==> src/rtl/uart_rx.sv <==
// uart_rx: 8x-oversampled UART receiver (start, 8 data MSB first, optional parity, stop)
// Ports: clk, rst (sync, active-high), rx_in (serial line, idle high),
//        par_en (parity bit present), par_type (1 odd, 0 even),
//        data_valid (last frame good, held until next start), p_data (last good byte)
module uart_rx #(
  parameter int PRESCALE = 8
) (
  input  logic       clk,
  input  logic       rst,
  input  logic       rx_in,
  input  logic       par_en,
  input  logic       par_type,
  output logic       data_valid,
  output logic [7:0] p_data
);
  typedef enum logic [2:0] {IDLE, START, DATA, PARITY, STOP} state_e;
  localparam logic [2:0] LAST = 3'(PRESCALE - 1);
  state_e     state_q, state_d;
  logic [2:0] edge_cnt_q, edge_cnt_d;
  logic [2:0] bit_cnt_q, bit_cnt_d;
  logic [1:0] samp_q, samp_d;
  logic [7:0] shift_q, shift_d;
  logic [7:0] p_data_d;
  logic       data_valid_d;
  logic       par_err, par_err_d;
  logic       stp_err, stp_err_d;
  logic       strt_glitch, strt_glitch_d;
  logic       maj, last;
  // bit value: majority of ticks 3 and 4 (stored) and tick 5 (live)
  assign maj  = (samp_q[0] & samp_q[1]) | (samp_q[0] & rx_in) | (samp_q[1] & rx_in);
  assign last = edge_cnt_q == LAST;
  always_comb begin
    state_d       = state_q;
    edge_cnt_d    = edge_cnt_q + 3'd1;
    bit_cnt_d     = bit_cnt_q;
    samp_d        = samp_q;
    shift_d       = shift_q;
    p_data_d      = p_data;
    data_valid_d  = data_valid;
    par_err_d     = par_err;
    stp_err_d     = stp_err;
    strt_glitch_d = strt_glitch;
    if (edge_cnt_q == 3'd3) samp_d[0] = rx_in;
    if (edge_cnt_q == 3'd4) samp_d[1] = rx_in;
    case (state_q)
      IDLE: begin
        edge_cnt_d = 3'd0;
        if (!rx_in) begin
          // this cycle is tick 0 of the start bit
          state_d       = START;
          edge_cnt_d    = 3'd1;
          bit_cnt_d     = 3'd0;
          par_err_d     = 1'b0;
          stp_err_d     = 1'b0;
          strt_glitch_d = 1'b0;
          data_valid_d  = 1'b0;
        end
      end
      START: begin
        if (edge_cnt_q == 3'd5) strt_glitch_d = maj;
        if (last) state_d = strt_glitch ? IDLE : DATA;
      end
      DATA: begin
        if (edge_cnt_q == 3'd5) shift_d = {shift_q[6:0], maj};
        if (last) begin
          bit_cnt_d = bit_cnt_q + 3'd1;
          if (bit_cnt_q == 3'd7) state_d = par_en ? PARITY : STOP;
        end
      end
      PARITY: begin
        if (edge_cnt_q == 3'd5) par_err_d = maj != ((^shift_q) ^ par_type);
        if (last) state_d = STOP;
      end
      STOP: begin
        if (edge_cnt_q == 3'd5) stp_err_d = !maj;
        if (edge_cnt_q == 3'd6 && !par_err && !stp_err) begin
          p_data_d     = shift_q;
          data_valid_d = 1'b1;
        end
        if (last) state_d = IDLE;
      end
      default: state_d = IDLE;
    endcase
  end
  always_ff @(posedge clk) begin
    if (rst) begin
      state_q     <= IDLE;
      edge_cnt_q  <= '0;
      bit_cnt_q   <= '0;
      samp_q      <= '0;
      shift_q     <= '0;
      p_data      <= '0;
      data_valid  <= 1'b0;
      par_err     <= 1'b0;
      stp_err     <= 1'b0;
      strt_glitch <= 1'b0;
    end else begin
      state_q     <= state_d;
      edge_cnt_q  <= edge_cnt_d;
      bit_cnt_q   <= bit_cnt_d;
      samp_q      <= samp_d;
      shift_q     <= shift_d;
      p_data      <= p_data_d;
      data_valid  <= data_valid_d;
      par_err     <= par_err_d;
      stp_err     <= stp_err_d;
      strt_glitch <= strt_glitch_d;
    end
  end
endmodule

==> config.mk <==
export PLATFORM = sky130hd
export DESIGN_NAME = uart_rx
export DESIGN_NICKNAME = d
export VERILOG_FILES = /design/src/rtl/uart_rx.sv
export SDC_FILE = /design/constraint.sdc
export NUM_CORES = 1
export LEC_CHECK = 0
export CORE_ASPECT_RATIO = 1.5
export CORE_UTILIZATION = 40
export CTS_CLUSTER_DIAMETER = 50
export DETAILED_ROUTE_END_ITERATION = 12
export DONT_BUFFER_PORTS = 1
export PLACE_DENSITY = 0.55
export SETUP_SLACK_MARGIN = 0.5
export SLEW_MARGIN = 40
export SYNTH_ARGS = -nofsm -noshare
export SYNTH_HDL_FRONTEND = slang
export SYNTH_SLANG_ARGS = --single-unit
==> constraint.sdc <==
create_clock -name clk -period 2 [get_ports clk]
set_input_delay 0.1 -clock clk [delete_from_list [all_inputs] [get_ports clk]]
set_output_delay 0.1 -clock clk [all_outputs]
set_load 0.005 [all_outputs]
# --- Word-level counts from Yosys, hierarchy flattened ---
# Cells that the tools add are included.
totals:
  register_bits: 31
  out_inout_bits: 9
  elab_cells: 82
op_classes:
  addsub: 2
  eq_ne: 21
  mux: 23
  n_bitwise: 6
  n_reduce_logical: 19
ops:
  columns: ["op", "count"]
  rows:
  - ["$mux 3", 10]
  - ["$ne 2x2->1 const B", 10]
  - ["$eq 3x3->1 const B", 6]
  - ["$pmux 3 s5", 1]
  - ["$reduce_and 3->1", 5]
  - ["$eq 3x2->1 const B", 3]
  - ["$pmux 1 s2", 4]
  - ["$reduce_bool 2->1", 4]
  - ["$reduce_xor 8->1", 1]
  - ["$add 3x1->3 const B", 2]
  - ["$mux 1", 6]
  - ["$pmux 3 s2", 1]
  - ["$reduce_and 6->1", 1]
  - ["$reduce_and 2->1", 2]
  - ["$and 1x1->1", 3]
  - ["$eq 3x1->1 const B", 1]
  - ["$logic_not 1->1", 3]
  - ["$logic_not 3->1", 1]
  - ["$logic_and 1x1->1", 2]
  - ["$mux 2", 1]
  - ["$or 1x1->1", 2]
  - ["$ne 1x1->1", 1]
  - ["$xor 1x1->1", 1]

# --- Depth between registers and ports, before layout ---
depth:
  ltp_word: 6
  depth_mapped: 7
  depth_no_buf: 6

# --- Worst setup path before layout ---
# Ideal clock, no wire load.
synth_path:
  path_kind: "reg-to-reg"
  startpoint: "reg edge_cnt_q[0]"
  endpoint: "reg state_q[1]"
  setup_time_ns: 0.119
  t_arrival_ns: 1.532
  required_time_ns: 1.881
  path_slack_ns: 0.349
  stages_incl_launch_ff: 7
  n_path_buf: 0
  synth_period_minus_slack_ns: 1.651
  path_cell_list: "dfxtp_1 ha_1 ha_1 o21ai_0 a221oi_2 o21ai_0 o221a_2"
synth_between:
  elab_chain_len: 3
  elab_cells_between_ends: 6
  classes_between: "5 x eq/ne; 1 x reduce/logical"
synth_rtl:
  columns: ["item", "line", "text"]
  rows:
  - ["from (decl)", "19", "logic [2:0] edge_cnt_q, edge_cnt_d;"]
  - ["from (signal assigned)", "99", "edge_cnt_q <= edge_cnt_d;"]
  - ["$eq 3x3->1 (*)", "31", "assign last = edge_cnt_q == LAST;"]
  - ["$ne 2x2->1 (no source line)", null, null]
  - ["$reduce_and 6->1 (no source line) (*)", null, null]
  - ["to (signal assigned)", "98", "state_q <= state_d;"]
  - ["to (decl)", "18", "state_e state_q, state_d;"]
# Mark *: on every way between the ends. The rest lies on a longest branch, timed or not.
# A chain may end at the register's enable or synchronous reset.

# --- Worst setup path in the final report ---
layout_path:
  startpoint: "reg bit_cnt_q[0]"
  endpoint: "reg state_q[0]"
layout_between:
  elab_chain_len: 3
layout_rtl:
  columns: ["item", "line", "text"]
  rows:
  - ["from (decl)", "20", "logic [2:0] bit_cnt_q, bit_cnt_d;"]
  - ["from (signal assigned)", "100", "bit_cnt_q <= bit_cnt_d;"]
  - ["$eq 3x3->1", "67", "if (bit_cnt_q == 3'd7) state_d = par_en ? PARITY : STOP;"]
  - ["$ne 2x2->1 (no source line)", null, null]
  - ["$reduce_and 6->1 (no source line)", null, null]
# No other way between the ends.

==> flow_summary.toml <==
[sta]
measured_slew_at_the_worst_slew_check_pin_ps = 573
timing.final.crit_share_pct = 77.3
hold_slack_ps = 129
report.final.hold_viol_count = 0
count_of_pins_over_their_slew_limit = 0
final.setup.tns_ps = 0
max_freq_ghz = 0.647
report.final.setup_viol = 0
max_slew_margin_pct = 61.8
clock_skew_ps = 7.16
final.min_clock_period_ps = 1550
setup_repair_after_global_routing_missed_its_margin = "true"

[cells_and_area]
final_net_count = 182
area.sequential_um2 = 637
post_route_insts_no_fill = 212
area_growth_syn_to_fin_pct = 21.3
filler_cell_count = 332
num_antenna_cells = 0
utilization_pct = 52.0
multi_input_area_um2 = 907
final_layout_size_suffix_gt1_share_pct = 25.3

[cts]
root_buffer = "sky130_fd_sc_hd__clkbuf_8"
htree_levels = 2
path_clk_slew_ps = 60
max-clock-path-buffers = 2
clkLatencyLatePin_ps = 280
number_of_buffers_created_by_cts = 5
cts_sinks = 31
tritoncts = "done"

[floorplanning]
die_width_um = 52.1
floorplan.rows = 26
die_area_um2 = 4020
initial_utilization_pct = 42.8
io_pins = 14
design.core.area_um2 = 3510
fp.dieH_um = 77.1

[routing]
drt-initial-drc-count = 15
ant_nets = 0
detail_route.first_pass.iterations = 6
post_drt_wl_per_cell_um = 14.1
detailroute.via_count = 1105
detail_route.wirelength_um = 3000
routed_vias_inst = 5.21
drc_errors = 0

[pwr]
irDropWorstVdd_mv = 0.667
p_clk_share_pct = 36.4
internal-power_w = 0.00124
p_comb_share_pct = 20.7
netSwitchingFraction_pct = 29.2
fin_total_pwr_w = 0.00175
p_per_area_nw_per_um2 = 958
p_sw_w = 0.000510
pwr-share-seq_pct = 42.9
leakage_nw = 0.719

[worst_hold_path]
hold_path_class = "in2reg"

[global_routing]
grt_util_all_layers_pct = 16.2
grt_start_max_net_pins = 32
first_global_vias = 1043
grt_overflow_total = 0
antenna_found_initial = 0
first_pass_grt_wire_length_um = 4770

[logic_synthesis]
ys_warnings = 0
yosys-top-cells-count = "sky130_fd_sc_hd__dfxtp_1 (31), sky130_fd_sc_hd__nor2_1 (26), sky130_fd_sc_hd__mux2i_1 (17)"
synthesis.nets = 173
ys_ff_latch = 31
synth_cell_types = 36
syn_area_um2 = 1510
yosysTopAreaCellShare_pct = 41.2
synth-async-reset-ratio_pct = 0
synth_sequential_area_ratio_pct = 41.2
syn_avg_cell_area_um2 = 9.41
synth_top_cell_by_area = "sky130_fd_sc_hd__dfxtp_1"
synth_edf_count = 0
synthTopCellsByArea = "sky130_fd_sc_hd__dfxtp_1 (41%), sky130_fd_sc_hd__mux2i_1 (11%), sky130_fd_sc_hd__ha_1 (6.7%), sky130_fd_sc_hd__nor2_1 (6.5%), sky130_fd_sc_hd__a21oi_1 (3.3%)"
synth_ff_type = "sky130_fd_sc_hd__dfxtp_1"
postSynthCellCount = 160
yosys.cell_count.top_type = "sky130_fd_sc_hd__dfxtp_1"

[critical_path]
timing.critical_path.fanout_max = 3
critPathKind = "reg2reg"
cp_data_arrival_time_ps = 1720
cp-end-kind = "register"
worstSetupStartpointType = "register"
critical_path_required_ps = 2170

[run_status]
outcome = "complete, no violations"

[place]
placement.io_buffers = 0
hpwlAfterDp_um = 1950
post_place_cells = 196
gp_routability_congestion = 0.704

[flow_run]
maxCapViolCount = 0
path summary, 6_finish.rpt:
check / startpoint / endpoint / slack [ps] / cells past startpoint
max: bit_cnt_q[0] / state_q[0] / 450 / 7
max reg2reg: bit_cnt_q[0] / state_q[0] / 450 / 7
min: rx_in / state_q[1] / 130 / 2
min reg2reg: samp_q[1] / samp_q[1] / 460 / 2
power groups by stage:
stage / logic [W] / registers [W] / clock network [W]
CTS: 0.000330 / 0.000742 / 0.000654
global placement: 0.000307 / 0.000746 / 0
floorplan: 0.000311 / 0.000701 / 0
finish: 0.000361 / 0.000750 / 0.000637
detailed placement: 0.000307 / 0.000749 / 0
global route: 0.000410 / 0.000761 / 0.000674
state kept, by name, indices dropped and copies added, names as in the netlist:
signal and cells:
bit_cnt_q 3, strt_glitch 1, par_err 1, data_valid 1, samp_q 2, stp_err 1
state_q 3, p_data 8, shift_q 8, edge_cnt_q 3
critical path, cell delays in order (launching register included):
cell and delay, ps:
sky130_fd_sc_hd__dfxtp_2 340, sky130_fd_sc_hd__ha_4 160, sky130_fd_sc_hd__ha_4 140, sky130_fd_sc_hd__o21ai_2 150, sky130_fd_sc_hd__a221oi_2 80, sky130_fd_sc_hd__buf_4 150, sky130_fd_sc_hd__o2111a_1 230, sky130_fd_sc_hd__o21a_1 180
cells in the final DEF, fill, tap and decap left out, drive strengths merged, types with 3 or more instances in the layout:
master	netlist	final
buf	5	9
nor2	26	26
xor2	3	3
nand3	5	5
a21oi	10	10
inv	5	5
nand2	10	10
o21ai	3	3
clkbuf	3	6
xnor2	5	5
nor3	4	4
dfxtp	31	31
nor3b	3	3
mux2i	17	17
ha	8	8
routing by layer:
metal	part of all wire, %	vias to the layer above	wire, um	track usage (%)
met3	3.1	9	94	4.37
met5	0	-	0	0
met1	40	509	1210	18.1
met2	53	17	1600	26.7
met4	3.0	0	91	8.92
li1	-	570	-	-
layout make-up:
class	instances	area share [%]
well taps	42	2.88
flip-flops and latches	31	34.9
inverters	5	1.03
clock inverters	2	1.92
clock buffers	6	4.52
multi-input cells	116	49.7
repair buffers	10	5.07
per-stage QoR:
stage	cell area [um^2]	setup WS, ps
2_1_floorplan	1530	540
3_5_place_dp	1560	336
6_report	1830	454
5_1_grt	1830	403
3_3_place_gp	1560	352
4_1_cts	1750	445
logic make-up after synthesis:
logic type | after synthesis | share of synthesized area (%)
buf+inv | 13 | 3.74
compound gates | 20 | 9.14
fa+ha+maj | 9 | 7.40
simple gates | 60 | 19.8
mux | 18 | 12.1
xor+xnor | 9 | 6.65
flops | 31 | 41.2
timing repair:
item,in CTS,in global routing
setup buffers,3,2
gates cloned,0,1
hold buffers,2,0
resized for setup,5,18
pin swaps,2,8
endpoints found under the hold margin,31,0
setup endpoints to repair,18,18
Note: power is estimated with default switching activity, not from simulation.
